===== src/rtl/mem_stage.sv =====
// mem_stage: memory-access pipeline stage between execute and writeback.
// Issues loads/stores on a req/ack port, stalls execute while an access is
// outstanding and registers results for writeback.
// Ports: clk_i/rst_i (sync, active-high); execute side valid_i, wreg_i,
// m2reg_i, wmem_i, destination_i, aluresult_i, op2_i, stall_o; memory side
// mem_req_o, mem_we_o, mem_addr_o, mem_wdata_o, mem_ack_i, mem_rdata_i;
// writeback side valid_o, wreg_o, m2reg_o, destination_o, aluresult_o,
// memdata_o, err_o.
// Optional macro MEM_TIMEOUT_EN: abort an access after TimeoutCycles
// unacknowledged WAIT cycles and pulse err_o; otherwise err_o is tied 0.

`ifndef BITS_REGFILE
`define BITS_REGFILE 5
`endif

module mem_stage #(
  parameter int DataWidth     = 32,
  parameter int TimeoutCycles = 16
) (
  input  logic                   clk_i,
  input  logic                   rst_i,
  input  logic                   valid_i,
  input  logic                   wreg_i,
  input  logic                   m2reg_i,
  input  logic                   wmem_i,
  input  logic [`BITS_REGFILE:0] destination_i,
  input  logic [DataWidth-1:0]   aluresult_i,
  input  logic [DataWidth-1:0]   op2_i,
  output logic                   stall_o,
  output logic                   mem_req_o,
  output logic                   mem_we_o,
  output logic [DataWidth-1:0]   mem_addr_o,
  output logic [DataWidth-1:0]   mem_wdata_o,
  input  logic                   mem_ack_i,
  input  logic [DataWidth-1:0]   mem_rdata_i,
  output logic                   valid_o,
  output logic                   wreg_o,
  output logic                   m2reg_o,
  output logic [`BITS_REGFILE:0] destination_o,
  output logic [DataWidth-1:0]   aluresult_o,
  output logic [DataWidth-1:0]   memdata_o,
  output logic                   err_o
);

  typedef enum logic {
    S_IDLE,
    S_WAIT
  } state_t;

  state_t state;
  state_t state_nx;

  logic                   l_wreg;
  logic                   l_m2reg;
  logic                   l_wmem;
  logic [`BITS_REGFILE:0] l_dest;
  logic [DataWidth-1:0]   l_alu;
  logic [DataWidth-1:0]   l_op2;

  logic in_idle;
  logic in_wait;
  logic is_mem;
  logic accept;
  logic timeout;

  assign in_idle = (state == S_IDLE);
  assign in_wait = (state == S_WAIT);
  assign is_mem  = m2reg_i | wmem_i;
  assign accept  = in_idle & valid_i & is_mem;

`ifdef MEM_TIMEOUT_EN
  localparam int CntW = $clog2(TimeoutCycles);

  logic [CntW-1:0] cnt;
  logic            err_q;

  // Held at zero outside WAIT, so it is clear on every WAIT entry.
  always_ff @(posedge clk_i) begin
    if (rst_i || in_idle) begin
      cnt <= '0;
    end else if (!mem_ack_i) begin
      cnt <= cnt + 1'b1;
    end
  end

  // An ack in the last allowed cycle completes normally.
  assign timeout = in_wait & ~mem_ack_i &
                   (cnt == CntW'(TimeoutCycles - 1));

  always_ff @(posedge clk_i) begin
    if (rst_i) begin
      err_q <= 1'b0;
    end else begin
      err_q <= timeout;
    end
  end

  assign err_o = err_q;
`else
  assign timeout = 1'b0;
  assign err_o   = 1'b0;
`endif

  always_ff @(posedge clk_i) begin
    if (rst_i) begin
      state <= S_IDLE;
    end else begin
      state <= state_nx;
    end
  end

  always_comb begin
    state_nx = state;
    unique case (state)
      S_IDLE: if (accept) state_nx = S_WAIT;
      S_WAIT: if (mem_ack_i || timeout) state_nx = S_IDLE;
      default: state_nx = S_IDLE;
    endcase
  end

  always_comb begin
    mem_req_o   = in_wait;
    mem_we_o    = in_wait & l_wmem;
    mem_addr_o  = in_wait ? l_alu : '0;
    mem_wdata_o = (in_wait & l_wmem) ? l_op2 : '0;
    stall_o     = in_wait & ~mem_ack_i;
  end

  // A store wins over a load when both flags are set.
  always_ff @(posedge clk_i) begin
    if (rst_i) begin
      l_wreg  <= 1'b0;
      l_m2reg <= 1'b0;
      l_wmem  <= 1'b0;
      l_dest  <= '0;
      l_alu   <= '0;
      l_op2   <= '0;
    end else if (accept) begin
      l_wreg  <= wreg_i;
      l_m2reg <= m2reg_i & ~wmem_i;
      l_wmem  <= wmem_i;
      l_dest  <= destination_i;
      l_alu   <= aluresult_i;
      l_op2   <= op2_i;
    end
  end

  always_ff @(posedge clk_i) begin
    if (rst_i) begin
      valid_o       <= 1'b0;
      wreg_o        <= 1'b0;
      m2reg_o       <= 1'b0;
      destination_o <= '0;
      aluresult_o   <= '0;
      memdata_o     <= '0;
    end else begin
      unique case (1'b1)
        in_idle & valid_i & ~is_mem: begin
          valid_o       <= 1'b1;
          wreg_o        <= wreg_i;
          m2reg_o       <= 1'b0;
          destination_o <= destination_i;
          aluresult_o   <= aluresult_i;
        end
        in_wait & mem_ack_i: begin
          valid_o       <= 1'b1;
          wreg_o        <= l_wreg;
          m2reg_o       <= l_m2reg;
          destination_o <= l_dest;
          aluresult_o   <= l_alu;
          memdata_o     <= l_m2reg ? mem_rdata_i : '0;
        end
        timeout: begin
          // Aborted access retires as a no-op.
          valid_o       <= 1'b1;
          wreg_o        <= 1'b0;
          m2reg_o       <= 1'b0;
          destination_o <= l_dest;
          aluresult_o   <= l_alu;
          memdata_o     <= '0;
        end
        default: begin
          valid_o <= 1'b0;
        end
      endcase
    end
  end

endmodule


===== config.mk =====
export PLATFORM = sky130hd
export DESIGN_NAME = mem_stage
export DESIGN_NICKNAME = d
export VERILOG_FILES = /design/src/rtl/mem_stage.sv
export SDC_FILE = /design/constraint.sdc
export NUM_CORES = 1
export LEC_CHECK = 0
export BUFFER_PORTS_ARGS = -buffer_cell sky130_fd_sc_hd__buf_2
export CORE_ASPECT_RATIO = 1.4
export CORE_MARGIN = 2
export CORE_UTILIZATION = 45
export CTS_CLUSTER_SIZE = 10
export DETAILED_ROUTE_END_ITERATION = 10
export PLACE_DENSITY = 0.83
export SYNTH_ARGS = -nofsm -noshare
export SYNTH_HDL_FRONTEND = slang
export SYNTH_SLANG_ARGS = --single-unit

===== constraint.sdc =====
create_clock -name clk_i -period 1.8 [get_ports clk_i]
set_input_delay 0.36 -clock clk_i [delete_from_list [all_inputs] [get_ports clk_i]]
set_output_delay 0.36 -clock clk_i [all_outputs]
set_load 0.01 [all_outputs]

==> run metrics, run 1 <==
H-Tree Depth=4; Row Count=51; largest net degree at the start of global routing=72; final WL=18.8 mm; maximum vdd drop=0.572 mV; die width=104 um; Final Skew=11.2 ps; Starting Density=0.457; core area=0.0138 mm^2; n_diodes=0; Post-DRT Antenna Nets=0; startpoint types=flip-flop; Post-synth EDFFs=0; Clock Latency Late Sink=410 ps; RD Place Congestion=0.928; Syn Area/Cell=8.02 um^2; Critical Path RT=1440 ps; cells after synthesis=786; FILL cells=1,262; area leader, netlist=dfxtp_1; initial drt markers=316; root buf cell=clkbuf_16; min Tclk post-route=1720 ps; GRT Overall Usage=0.242; wire per inst=15.8 um; Residual DRC=0; Area Overhead vs Synth=32.5%; Vias/cell=5.46; fin area=0.00835 mm^2; worst min-delay path category=input pin to flip-flop; fmax=581 MHz; RSZ-0062 raised after global routing=no; vias in the first global route=6,075; CTS Buffer Depth=2; Yosys top cell area share=0.467; GRT Residual Overflow=0; Placed Area=0.00774 mm^2; dominant synthesized flop cell=dfxtp_1; ranking of synthesized cells by area=dfxtp_1 47%, a21oi_1 8.5%, nand3_1 8.2%; final setup violation count=0; Commonest cells post-synth=147 x dfxtp_1, 107 x a21oi_1, 103 x nand3_1; Reg clk slew, reported paths=70 ps; die area=0.0150 mm^2; first-pass GRT wire length=29.4 mm; Worst setup EP type=primary output; Synth Register Bits=147; height of the chip=144 um; Syn Std Cell Area=0.00630 mm^2; Crit Path Max Fanout=33; Final Max Tran Viols=0; Yosys cell types=29; DRT Pass-1 Iters=5; Final HPWL DP=12.3 mm; Final #Nets=1,098; YS warnings=0; Lkg Pwr=3.80 nW; top-count cell post-synth=dfxtp_1; CTS buffer count=17; post-synthesis sequential area ratio=0.467; share of the clock period used by the worst path=0.956; CP Class=flip-flop to primary output; Port Buffer Count=248; Hold Vio Cnt, Final=0; share of cells above drive strength 1=0.342; Synth Net Count=895; Clock Sinks=147; I/O Pins=250; via count=6,482; share of flip-flops with an asynchronous set or reset=0; max-cap violation count=0; Final WS setup=78.6 ps; Fin Setup TNS=0 ps; number of antenna violations at the first check in global routing=0; Cell Pwr Density=961 mW/mm^2; CP arrival=1360 ps; Placement Setup Slack=201 ps; TritonCTS clock tree=done; outcome=completed
==> routing by layer <==
| metal | track usage | vias up | part of all wire |
|---|---|---|---|
| met3 | 0.0568 | 52 | 0.067 |
| li1 | - | 3146 | - |
| met1 | 0.283 | 3005 | 0.39 |
| met2 | 0.419 | 279 | 0.51 |
| met5 | 0 | - | 0 |
| met4 | 0.116 | 0 | 0.036 |
==> logic make-up (layout without fill, tap and decap cells) <==
| group | count (synthesis) | count (layout) | share of synthesized area |
|---|---|---|---|
| buffers and inverters | 88 | 304 | 0.0657 |
| DFF | 147 | 147 | 0.467 |
| AOI/OAI and AO/OA | 180 | 180 | 0.144 |
| other | 1 | 1 | 0.000595 |
| and+or+nand+nor | 370 | 370 | 0.323 |
==> metrics by stage <==
step / instances / total power [mW] / hold slack [ps] / utilization
2_1_floorplan: 786 / 4.17 / 449 / -
3_3_place_gp: 1155 / 4.59 / 435 / 0.561
3_5_place_dp: 1155 / 4.61 / 441 / 0.561
4_1_cts: 1187 / 8.09 / 177 / 0.605
5_1_grt: 1187 / 8.39 / 189 / 0.606
6_report: 1187 / 8.03 / 192 / 0.606
==> report_power, final <==
| part | leakage (nW) | internal [mW] | switching [mW] | total [mW] |
|---|---|---|---|---|
| Combinational | 2.31 | 0.420 | 0.604 | 1.02 |
| Sequential | 1.20 | 3.43 | 0.0964 | 3.53 |
| Clock | 0.289 | 1.99 | 1.48 | 3.48 |
| Total | 3.80 | 5.84 | 2.18 | 8.03 |
==> flip-flops by register name, indices dropped and copies added, names as in the netlist, 6 cells and up <==
| name | flops |
|---|---|
| aluresult_o | 32 |
| l_dest | 6 |
| l_alu | 32 |
| destination_o | 6 |
| memdata_o | 32 |
| l_op2 | 32 |
==> worst paths after layout <==
kind                       from               to  slack, ps  cells past startpoint
setup / recovery      mem_req_o  mem_wdata_o[31]         80                      3
hold / removal        op2_i[22]        l_op2[22]        190                      3
setup reg to reg      mem_req_o   aluresult_o[3]        340                      4
hold reg to reg   memdata_o[31]    memdata_o[31]        450                      2
==> cell type report <==
class                      instances  area, um^2  share of cell area
multi-input combinational        551        2970               0.356
sequential                       147        2950               0.353
timing repair buffer             271        1620               0.194
clock buffer                      18         439              0.0526
tap                              185         231              0.0277
clock inverter                    14         145              0.0174
inverter                           1        3.75            0.000449
==> critical path, stage by stage (launching register included) <==
cell and delay (ps):
dfxtp_4 430, buf_12 190, and3_1 190, buf_2 130
==> timing repair <==
action | CTS | global route
resized for setup | 4 | 4
endpoints found under the setup margin | 48 | 14
setup buffers | 0 | 0
hold buffers | 0 | 0
==> layout by cell type (no fill, tap or decap), types with 11 or more instances in the layout <==
cell and n:
nor3_1 39, nor2_1 61, o21ai_0 72, dfxtp_1 146, a21oi_1 107, buf_12 16
nor2_4 11, and3_1 32, nor4_1 29, and2_1 33, clkbuf_16 17, buf_2 247
nand2_1 34, nand3_1 103
No activity file was read; power rests on OpenSTA's default activity.
==> run 2: changes to the inputs <==
- CORE_ASPECT_RATIO: 1.4 -> default
- GPL_TIMING_DRIVEN: default -> 0
==> run metrics, run 2 (synthesis results as in run 1) <==
Clock Sinks=147 (unchanged); core area=0.0138 mm^2 (about the same); GRT Residual Overflow=0 (unchanged); max-cap violation count=0 (unchanged); Port Buffer Count=247 (was 248); min Tclk post-route=1810 ps (was 1720 ps); Area Overhead vs Synth=39.7% (was 32.5%); Final #Nets=1,168 (was 1,098); fmax=552 MHz (was 581 MHz); Clock Latency Late Sink=430 ps (was 410 ps); hold path start=op2_i[14] (was op2_i[22]); total power=8.70 mW (was 8.03 mW); actual slew at the worst max-slew pin=803 ps; largest net degree at the start of global routing=17 (was 72); Crit Path Max Fanout=6 (was 33); maximum vdd drop=0.510 mV (was 0.572 mV); fin area=0.00880 mm^2 (was 0.00835 mm^2); DRT Pass-1 Iters=5 (unchanged); CTS Buffer Depth=2 (unchanged); RR Endpoint=aluresult_o[24] (was aluresult_o[3]); share of cells above drive strength 1=0.357 (was 0.342); final WL=20.9 mm (was 18.8 mm); commonest non-fill, non-tap cell in the layout=buf_2 (unchanged); final core occ=0.639 (was 0.606); Post-DRT Antenna Nets=0 (unchanged); Critical Path RT=1440 ps (about the same); Hold Vio Cnt, Final=0 (unchanged); most frequent cells in the layout=246 x buf_2, 145 x dfxtp_1, 107 x a21oi_1 (was 247 x buf_2, 146 x dfxtp_1, 107 x a21oi_1); Cell Pwr Density=989 mW/mm^2 (was 961 mW/mm^2); Final HPWL DP=14.3 mm (was 12.3 mm); outcome=finished with violations (was completed); Starting Density=0.458 (was 0.457); Min-Delay Endpoint=l_op2[14] (was l_op2[22]); Lkg Pwr=4.00 nW (was 3.80 nW); WHS Path Cells=3 (unchanged); Vias/cell=5.51 (was 5.46); initial drt markers=600 (was 316); origin of the worst setup path=mem_req_o (unchanged); Final Max Tran Viols=0 (unchanged); vias in the first global route=6,230 (was 6,075); Placed Area=0.00776 mm^2 (was 0.00774 mm^2); FF-to-FF Start=mem_req_o (unchanged); CP arrival=1450 ps (was 1360 ps); startpoint types=flip-flop (unchanged); TritonCTS clock tree=done (unchanged); CTS buffer count=17 (unchanged); Worst setup EP type=primary output (unchanged); share of the clock period used by the worst path=1.01 (was 0.956); worst min-delay path category=input pin to flip-flop (unchanged); Row Count=43 (was 51); number of antenna violations at the first check in global routing=1 (was 0); RD Place Congestion=0.824 (was 0.928); max_slew headroom=0.463; die area=0.0150 mm^2 (about the same); wire per inst=16.7 um (was 15.8 um); GRT Overall Usage=0.275 (was 0.242); failing checks=negative setup slack; Final WS setup=-10.2 ps (was 78.6 ps); depth of the worst register-to-register path=6 (was 4); root buf cell=clkbuf_16 (unchanged); via count=6,907 (was 6,482); R2R setup slack=130 ps (was 340 ps); Residual DRC=0 (unchanged); first-pass GRT wire length=32.2 mm (was 29.4 mm); Reg clk slew, reported paths=60 ps (was 70 ps); Final Skew=6.65 ps (was 11.2 ps); I/O Pins=250 (unchanged); final setup violation count=5 (was 0); CP Class=flip-flop to primary output (unchanged); die width=122 um (was 104 um); H-Tree Depth=4 (unchanged); height of the chip=122 um (was 144 um); RSZ-0062 raised after global routing=yes (was no)
## run 2: cell count changes in the layout (fill, tap and decap cells not counted), moves of 13 or more
cell,previous run,this run
buf_6,0,24
clkbuf_2,0,13
and2_4,0,14
buf_12,16,2
clkbuf_1,0,40
and2_1,33,20
## run 2: critical path, cell delays in order (launching register included)
cell	delay, ps
dfxtp_4	370
buf_4	140
buf_6	120
buf_8	120
and2_1	130
buf_2	140
## run 2: metal layers
metal  global-route usage  part of all wire  vias to the layer above
li1                     -                 -                     3300
met1                0.359              0.42                     3253
met2                0.441              0.49                      313
met3               0.0716             0.075                       41
met4               0.0963             0.022                        0
met5                    0                 0                        -
## run 2: per-stage QoR
stage	std cells	hold WS, ps	setup WS [ps]	TNS (ps)
finish	1253	183	-10.2	-31.9
global route	1253	180	-48.4	-234
CTS	1249	177	-63.1	-1970
detailed placement	1213	440	-206	-10260
global placement	1213	435	-212	-10190
floorplan	786	449	267	0
## run 2: power breakdown
part           switching (mW)  internal, mW  total (mW)
clock network            1.39          2.68        4.07
registers               0.101          3.43        3.53
logic                   0.655         0.450        1.10
total                    2.15          6.56        8.70
## run 2: layout make-up
type | instances | area, um^2
diodes | 1 | 2.50
multi-input cells | 551 | 3010
repair buffers | 255 | 1440
well taps | 180 | 225
plain buffers | 86 | 510
clock inverters | 9 | 199
clock buffers | 23 | 468
inverters | 1 | 3.75
fillers | 1244 | 4970
flip-flops and latches | 147 | 2950
## run 2: worst max path at each step
stage	end	slack, ps	cells after the start
after floorplan	mem_wdata_o[24]	270	4
after global placement	mem_we_o	-210	5
after detailed placement	mem_we_o	-210	5
after CTS	mem_addr_o[5]	-60	5
after global routing	l_op2[20]	-50	6
final	mem_addr_o[15]	-10	5
## run 2: repair_timing
action                                  4_1_cts  5_1_grt
pin swaps                                    10        0
buffers inserted                              2        2
gates cloned                                  2        2
resized for setup                            48       56
endpoints found under the setup margin       66      178
hold buffers                                  0        0
==> run 3: changes to the inputs <==
- CORE_ASPECT_RATIO: default -> 0.9
==> run metrics, run 3 (synthesis results as in run 1) <==
Crit Path Max Fanout=8 (was 6); Vias/cell=5.56 (was 5.51); initial drt markers=602 (was 600); Lkg Pwr=4.03 nW (was 4.00 nW); maximum vdd drop=0.716 mV (was 0.510 mV); CTS buffer count=17 (unchanged); Clock Sinks=147 (unchanged); outcome=completed (was finished with violations); multi-input logic area=0.00305 mm^2 (was 0.00301 mm^2); GRT Residual Overflow=0 (unchanged); Placed Area=0.00775 mm^2 (was 0.00776 mm^2); Final #Nets=1,167 (was 1,168); actual slew at the worst max-slew pin=745 ps (was 803 ps); root buf cell=clkbuf_16 (unchanged); GRT Overall Usage=0.279 (was 0.275); core area=0.0139 mm^2 (was 0.0138 mm^2); startpoint types=flip-flop (unchanged); vias in the first global route=6,455 (was 6,230); first-pass GRT wire length=32.7 mm (was 32.2 mm); fin area=0.00895 mm^2 (was 0.00880 mm^2); height of the chip=116 um (was 122 um); Clock Latency Late Sink=420 ps (was 430 ps); die area=0.0150 mm^2 (about the same); number of antenna violations at the first check in global routing=2 (was 1); Post-Place Cells=1,205 (was 1,213); Critical Path RT=1440 ps (about the same); Cell Pwr Density=984 mW/mm^2 (was 989 mW/mm^2); Fin Setup TNS=0 ps (was -31.9 ps); final setup violation count=0 (was 5); Area Overhead vs Synth=41.9% (was 39.7%); most frequent cells in the layout=232 x buf_2, 145 x dfxtp_1, 107 x a21oi_1 (was 246 x buf_2, 145 x dfxtp_1, 107 x a21oi_1); register area=0.00295 mm^2 (unchanged); TritonCTS clock tree=done (unchanged); Worst setup EP type=primary output (unchanged); max-cap violation count=0 (unchanged); share of the clock period used by the worst path=0.990 (was 1.01); Residual DRC=0 (unchanged); Reg clk slew, reported paths=60 ps (about the same); wire per inst=17.3 um (was 16.7 um); RSZ-0062 raised after global routing=yes (unchanged); final WL=21.5 mm (was 20.9 mm); CP arrival=1420 ps (was 1450 ps); Port Buffer Count=247 (unchanged); max_slew headroom=0.501 (was 0.463); largest net degree at the start of global routing=17 (unchanged); worst min-delay path category=input pin to flip-flop (unchanged); commonest non-fill, non-tap cell in the layout=buf_2 (unchanged); hold slack=192 ps (was 183 ps); share of cells above drive strength 1=0.371 (was 0.357); Final Max Tran Viols=0 (unchanged); Hold Vio Cnt, Final=0 (unchanged); fmax=561 MHz (was 552 MHz); post-route insts no fill=1,244 (was 1,253); die width=129 um (was 122 um); CP Class=flip-flop to primary output (unchanged); I/O Pins=250 (unchanged); via count=6,916 (was 6,907); Final Skew=14.1 ps (was 6.65 ps); RD Place Congestion=0.843 (was 0.824); DRT Pass-1 Iters=5 (unchanged); Row Count=41 (was 43); H-Tree Depth=4 (unchanged); CTS Buffer Depth=2 (unchanged); Starting Density=0.455 (was 0.458); FILL cells=1,193 (was 1,244); Post-DRT Antenna Nets=0 (unchanged); Final HPWL DP=14.5 mm (was 14.3 mm); min Tclk post-route=1780 ps (was 1810 ps)
==> run 3: routing by layer <==
metal	vias up	track usage	wire (um)
met5	-	0	13
met4	2	0.0957	502
met3	41	0.0770	1630
met2	316	0.460	10300
met1	3264	0.354	9030
li1	3293	-	-
==> run 3: final timing paths <==
kind | startpoint | endpoint | slack [ps] | depth (start not counted)
max | mem_req_o | mem_wdata_o[27] | 20 | 4
min | op2_i[23] | l_op2[23] | 190 | 3
max reg2reg | mem_req_o | l_alu[3] | 80 | 6
min reg2reg | memdata_o[3] | memdata_o[3] | 450 | 2
==> run 3: cell type report <==
| type | instances | share of cell area |
|---|---|---|
| timing repair buffer | 254 | 0.171 |
| inverter | 1 | 0.000420 |
| clock buffer | 21 | 0.0526 |
| multi-input combinational | 551 | 0.341 |
| antenna | 1 | 0.000280 |
| tap | 172 | 0.0241 |
| buffer | 86 | 0.0561 |
| clock inverter | 11 | 0.0246 |
| sequential | 147 | 0.330 |
==> run 3: power breakdown <==
group | leakage, nW | switching [mW] | internal, mW
Sequential | 1.20 | 0.104 | 3.43
Combinational | 2.49 | 0.667 | 0.462
Clock | 0.338 | 1.41 | 2.73
Total | 4.03 | 2.19 | 6.62
==> run 3: metrics by stage <==
| step | worst slack (ps) | power [mW] | util |
|---|---|---|---|
| floorplan | 267 | 4.17 | - |
| global placement | -175 | 4.58 | 0.560 |
| detailed placement | -216 | 4.61 | 0.560 |
| CTS | -57.3 | 8.77 | 0.632 |
| global route | -29.0 | 9.11 | 0.646 |
| finish | 18.3 | 8.80 | 0.646 |
==> run 3: worst max-delay path, stage by stage (launching register included) <==
cell and delay (ps):
dfxtp_4 390, clkbuf_16 190, buf_8 120, and3_4 190
buf_6 100
==> run 3: repair_timing <==
action | CTS | global route
setup buffers | 2 | 0
hold buffers | 0 | 0
pin swaps | 12 | 1
setup endpoints to repair | 66 | 121
cloned | 3 | 2
resized for setup | 67 | 51
